$ cat config.mk
export PLATFORM = sky130hd
export DESIGN_NAME = oclib_csr_reg_target
export DESIGN_NICKNAME = d
export VERILOG_FILES = /design/src/rtl/oclib_pkg.sv /design/src/rtl/oclib_csr_reg_target.sv
export SDC_FILE = /design/constraint.sdc
export NUM_CORES = 1
export LEC_CHECK = 0
export ABC_AREA = 1
export CORE_AREA = 4 4 242 244
export DETAILED_ROUTE_END_ITERATION = 8
export DIE_AREA = 0 0 246 248
export REMOVE_ABC_BUFFERS = 1
export SLEW_MARGIN = 0
export SYNTH_ARGS = -nofsm -noshare
export SYNTH_HDL_FRONTEND = slang
export SYNTH_SLANG_ARGS = --single-unit
export TNS_END_PERCENT = 20
$ cat constraint.sdc
create_clock -name clock -period 14.4 [get_ports clock]
set_input_delay 4.32 -clock clock [delete_from_list [all_inputs] [get_ports clock]]
set_output_delay 4.32 -clock clock [all_outputs]
set_load 0.01 [all_outputs]
$ cat src/rtl/oclib_pkg.sv
// Shared CSR bus types used by the splitter and every CSR endpoint.
package oclib_pkg;

  typedef struct packed {
    logic        read;
    logic        write;
    logic [3:0]  space;
    logic [31:0] address;
    logic [31:0] wdata;
  } csr_32_s;

  typedef struct packed {
    logic [31:0] rdata;
    logic        ready;
    logic        error;
  } csr_32_fb_s;

endpackage

$ cat src/rtl/oclib_csr_reg_target.sv
// Leaf CSR endpoint: decodes word addresses into a bank of 32-bit registers
// and answers each held request with exactly one registered ready pulse.
module oclib_csr_reg_target
  import oclib_pkg::*;
#(
  parameter type                 CsrType      = csr_32_s,
  parameter type                 CsrFbType    = csr_32_fb_s,
  parameter int                  RegCount     = 8,
  parameter logic [RegCount-1:0] ReadOnlyMask = '0,
  parameter logic [31:0]         ResetValue   = '0
) (
  input  logic                     clock,
  input  logic                     reset,
  input  logic                     csrSelect,
  input  CsrType                   in,
  output CsrFbType                 inFb,
  output logic [RegCount-1:0][31:0] regOut,
  input  logic [RegCount-1:0][31:0] regIn,
  output logic [RegCount-1:0]      writePulse
);

  typedef enum logic [1:0] {
    ST_IDLE,
    ST_RESPOND,
    ST_RELEASE
  } state_e;

  state_e              state;
  logic                req_valid;
  logic [29:0]         idx;
  logic [RegCount-1:0] hit;
  logic                ro_hit;
  logic [31:0]         rd_val;
  logic                err;
  logic [RegCount-1:0] wr_en;
  logic                unused_space;

  assign unused_space = ^in.space;

  // NOTE: every variable gets a default before any conditional assignment,
  // otherwise synthesis infers a latch to hold the unassigned value.
  always_comb begin
    req_valid = csrSelect & (in.read | in.write);
    idx       = in.address[31:2];
    hit       = '0;
    ro_hit    = 1'b0;
    rd_val    = '0;
    for (int i = 0; i < RegCount; i++) begin
      if (idx == 30'(i)) begin
        hit[i] = 1'b1;
        ro_hit = ReadOnlyMask[i];
        rd_val = ReadOnlyMask[i] ? regIn[i] : regOut[i];
      end
    end
    // An index with no matching register is out of range.
    err   = (in.address[1:0] != 2'b00) | ~(|hit) | (in.read & in.write)
          | (in.write & ro_hit);
    wr_en = (state == ST_IDLE && req_valid && in.write && !err) ? hit : '0;
  end

  // NOTE: sequential state uses non-blocking assignments so every flop
  // samples pre-edge values regardless of statement order.
  always_ff @(posedge clock or posedge reset) begin
    if (reset) begin
      state      <= ST_IDLE;
      inFb       <= '0;
      writePulse <= '0;
    end else begin
      writePulse <= wr_en;
      case (state)
        ST_IDLE: begin
          if (req_valid) begin
            state       <= ST_RESPOND;
            inFb.ready  <= 1'b1;
            inFb.error  <= err;
            inFb.rdata  <= (in.read && !err) ? rd_val : '0;
          end
        end
        ST_RESPOND: begin
          // Ready is committed here even if csrSelect has already dropped.
          state <= ST_RELEASE;
          inFb  <= '0;
        end
        ST_RELEASE: begin
          if (!csrSelect || !(in.read || in.write)) state <= ST_IDLE;
        end
        default: state <= ST_IDLE;
      endcase
    end
  end

  // NOTE: the register bank is a handful of flops, not a RAM, so each
  // entry takes the reset value directly.
  for (genvar i = 0; i < RegCount; i++) begin : g_reg
    logic [31:0] value;

    if (ReadOnlyMask[i]) begin : g_ro
      always_ff @(posedge clock or posedge reset) begin
        if (reset) value <= ResetValue;
        else       value <= regIn[i];
      end
    end else begin : g_rw
      logic unused_reg_in;
      assign unused_reg_in = ^regIn[i];

      always_ff @(posedge clock or posedge reset) begin
        if (reset)         value <= ResetValue;
        else if (wr_en[i]) value <= in.wdata;
      end
    end

    assign regOut[i] = value;
  end

endmodule

==> flow_metrics.env <==
export IMPL_status="complete, no violations"
export IMPL_gp_congestion=0.8398
export IMPL_cts_resized=0
export IMPL_synthArstFlopShare_pct=100.0
export IMPL_cp_end_kind="flip-flop"
export IMPL_io_pins=627
export IMPL_fin_skew_ns=0.01789
export IMPL_slew_headroom_pct=20.27
export IMPL_slowest_stage="nand3_4"
export IMPL_final_max_slew_viol_count=0
export IMPL_p_total_mw=1.844
export IMPL_grt_max_degree=89
export IMPL_cts_buffers=36
export IMPL_synth_ff_type="dfrtp_1"
export IMPL_fin_crit_ns=7.990
export IMPL_tritoncts="built"
export IMPL_cts_root_buf="clkbuf_16"
export IMPL_synth_seq_area_share_pct=54.38
export IMPL_num_rows=87
export IMPL_synthTopCellsByCount="545 x nand2_1, 300 x dfrtp_1, 173 x o21ai_1, 128 x inv_1, 123 x nor2_1"
export IMPL_fmax_mhz=125.2
export IMPL_grt_setup_unrepaired="false"
export IMPL_path_max_fanout=65
export IMPL_utilization_pct=34.05
export IMPL_syn_to_final_growth_pct=38.81
export IMPL_cp_num_buf_inv=3
export IMPL_yosys_warnings=0
export IMPL_cts_sinks=300
export IMPL_drt_iter0_markers=812
export IMPL_via_count=12719
export IMPL_leakage_nw=8.644
export IMPL_worst_setup_path_type="primary input to flip-flop"
export IMPL_final_nets=2323
export IMPL_required_ns=14.83
export IMPL_grt_pass1_vias=12570
export IMPL_synth_largest_area_cell="dfrtp_1"
export IMPL_finalWorstSetupSlack_ns=6.410
export IMPL_post_place_ws_ns=5.842
export IMPL_path_delay_family="simple AND/OR/NAND/NOR gates"
export IMPL_final_setup_tns_ns=0
export IMPL_drc=0
export IMPL_wl_um=55130
export IMPL_wl_per_cell_um=19.87
export IMPL_yosysMostFrequentCell="nand2_1"
export IMPL_synth_area_top_cells="dfrtp_1 54%, nand2_1 15%, o21ai_1 6.3%"
export IMPL_dieArea_mm2=0.06101
export IMPL_hpwl_um=36230
export IMPL_power_density_mw_per_mm2=96.22
export IMPL_cp_start_kind="primary input"
export IMPL_cts_hold_buf=0
export IMPL_dr_pass1_iters=5
export IMPL_antenna_found_initial=2
export IMPL_clock_latency_ns=0.54
export IMPL_synth_area_mm2=0.01381
export IMPL_grt_pass1_wl_um=81030
export IMPL_port_buffers=366
export IMPL_grt_total_usage_pct=17.51
export IMPL_synth_cells=1663
export IMPL_vias_per_cell=4.583
export IMPL_cp_arrival_ns=8.42
export IMPL_start_util_pct=24.53
export IMPL_cpPeakStageDelay_ns=0.80
export IMPL_min_path_type="flip-flop to flip-flop"
export IMPL_drive_gt1_share_pct=7.879
export IMPL_synth_seq_cells=300
export IMPL_synth_edff_count=0
export IMPL_clk_pin_slew_ns=0.06
export IMPL_worst_ir_drop_vdd_mv=0.05921
export IMPL_layout_worst_path_cycle_share_pct=55.48
export IMPL_maxCapViolations=0
export IMPL_hold_viol_final=0
export IMPL_h_tree_depth=2
export IMPL_syn_avg_cell_area_um2=8.302
export IMPL_ant_nets=0
export IMPL_cts_buffer_depth=3
export IMPL_die_h_um=248
export IMPL_synth_top_area_share_pct=54.38
export IMPL_path_cells="clkdlybuf4s50_1, nor2_1, nand2_1, nor2_4, buf_4, inv_2, nor2_8, nand2_4, nand2_1, nor2_1, nand3_2, and2_4, nand3_4, o21ai_1"
export IMPL_postCtsSetupBuffers=0
export IMPL_core_mm2=0.05628
export IMPL_die_w_um=246
export IMPL_tightestPinTransition_ns=1.192
export IMPL_grt_overflow=0
export IMPL_setup_viol=0
export IMPL_ys_types=34
## cells in the final DEF, fill, tap and decap left out, types with 2 or more instances in the layout
cell and instances:
a21oi_1 26, nor2_4 4, nand3_2 3, nand3_4 8, clkbuf_8 8, buf_4 15, o22ai_1 6, nor2_2 7
inv_2 5, inv_1 126, clkbuf_1 3, nand3_1 75, nand2_2 2, o21ai_0 86, dfrtp_1 300, o21ai_1 173
nor2_1 120, nand4_1 29, clkdlybuf4s50_1 366, or2_2 28, clkinv_2 10, bufinv_16 2, o21ai_2 21, nand2_1 544
clkbuf_16 37
## tightest hold or removal path, delay by kind of cell, from the launching register on
family / cells / cell delay (ns)
flip-flops: 1 / 0.34
AND/OR/NAND/NOR: 2 / 0.10
## layout make-up
cell class	count	area, µm²
fillers	5759	37110
flip-flops and latches	300	7507
multi-input cells	1142	5246
repair buffers	381	3776
clock buffers	48	1047
well taps	756	945.9
inverters	133	508.0
clock inverters	14	130.1
diodes	1	2.502
## cells by family (layout without fill, tap and decap cells)
| group | Yosys count | in the layout | synth area share, % |
|---|---|---|---|
| other cells | 0 | 1 | 0 |
| flops | 300 | 300 | 54.38 |
| buf+inv | 221 | 576 | 8.175 |
| compound gates | 314 | 314 | 12.05 |
| simple gates | 828 | 828 | 25.39 |
## registers in the layout (all words and copies together) (netlist names)
signal / flops
state: 2
inFb: 34
writePulse: 8
g.value: 256
## layer usage
layer  routed length, µm  global-route usage, %  vias to the layer above  part of all wire, %
li1                    -                      -                     6000                    -
met1               23420                  22.92                     6062                   42
met2               23920                  27.11                      579                   43
met3                6619                  7.293                       76                   12
met4                1161                  4.105                        2                  2.1
met5                   8                      0                        -                0.015
## power breakdown
part	switching (mW)	leakage [nW]	total [mW]	internal, mW
logic	0.0542	3.87	0.0787	0.0244
registers	0.00183	4.19	0.848	0.846
clock network	0.371	0.589	0.917	0.546
total	0.427	8.64	1.84	1.42
## per-stage QoR
stage,cell area (µm²),cells,hold slack (ns)
2_1_floorplan,13180,1575,0.4897
3_3_place_gp,17980,2712,0.4644
3_5_place_dp,17980,2712,0.4688
4_1_cts,19160,2774,0.4843
5_1_grt,19160,2774,0.5088
6_report,19160,2775,0.4783
## final timing paths
check	start	end	slack, ns	depth (start not counted)
worst max-delay path	in[47]	g_reg[4].value[16]$_DFFE_PP0P_	6.41	14
worst min-delay path	inFb[23]$_DFFE_PP0P_	inFb[23]$_DFFE_PP0P_	0.48	2
worst max register to register	state[0]$_DFFE_PP0P_	g_reg[4].value[16]$_DFFE_PP0P_	11.26	7
worst min register to register	inFb[23]$_DFFE_PP0P_	inFb[23]$_DFFE_PP0P_	0.48	2
max in group asynchronous	reset	g_reg[6].value[3]$_DFFE_PP0P_	8.50	3
min in group asynchronous	reset	g_reg[7].value[18]$_DFFE_PP0P_	4.29	2
No activity file was read; power rests on OpenSTA's default activity.
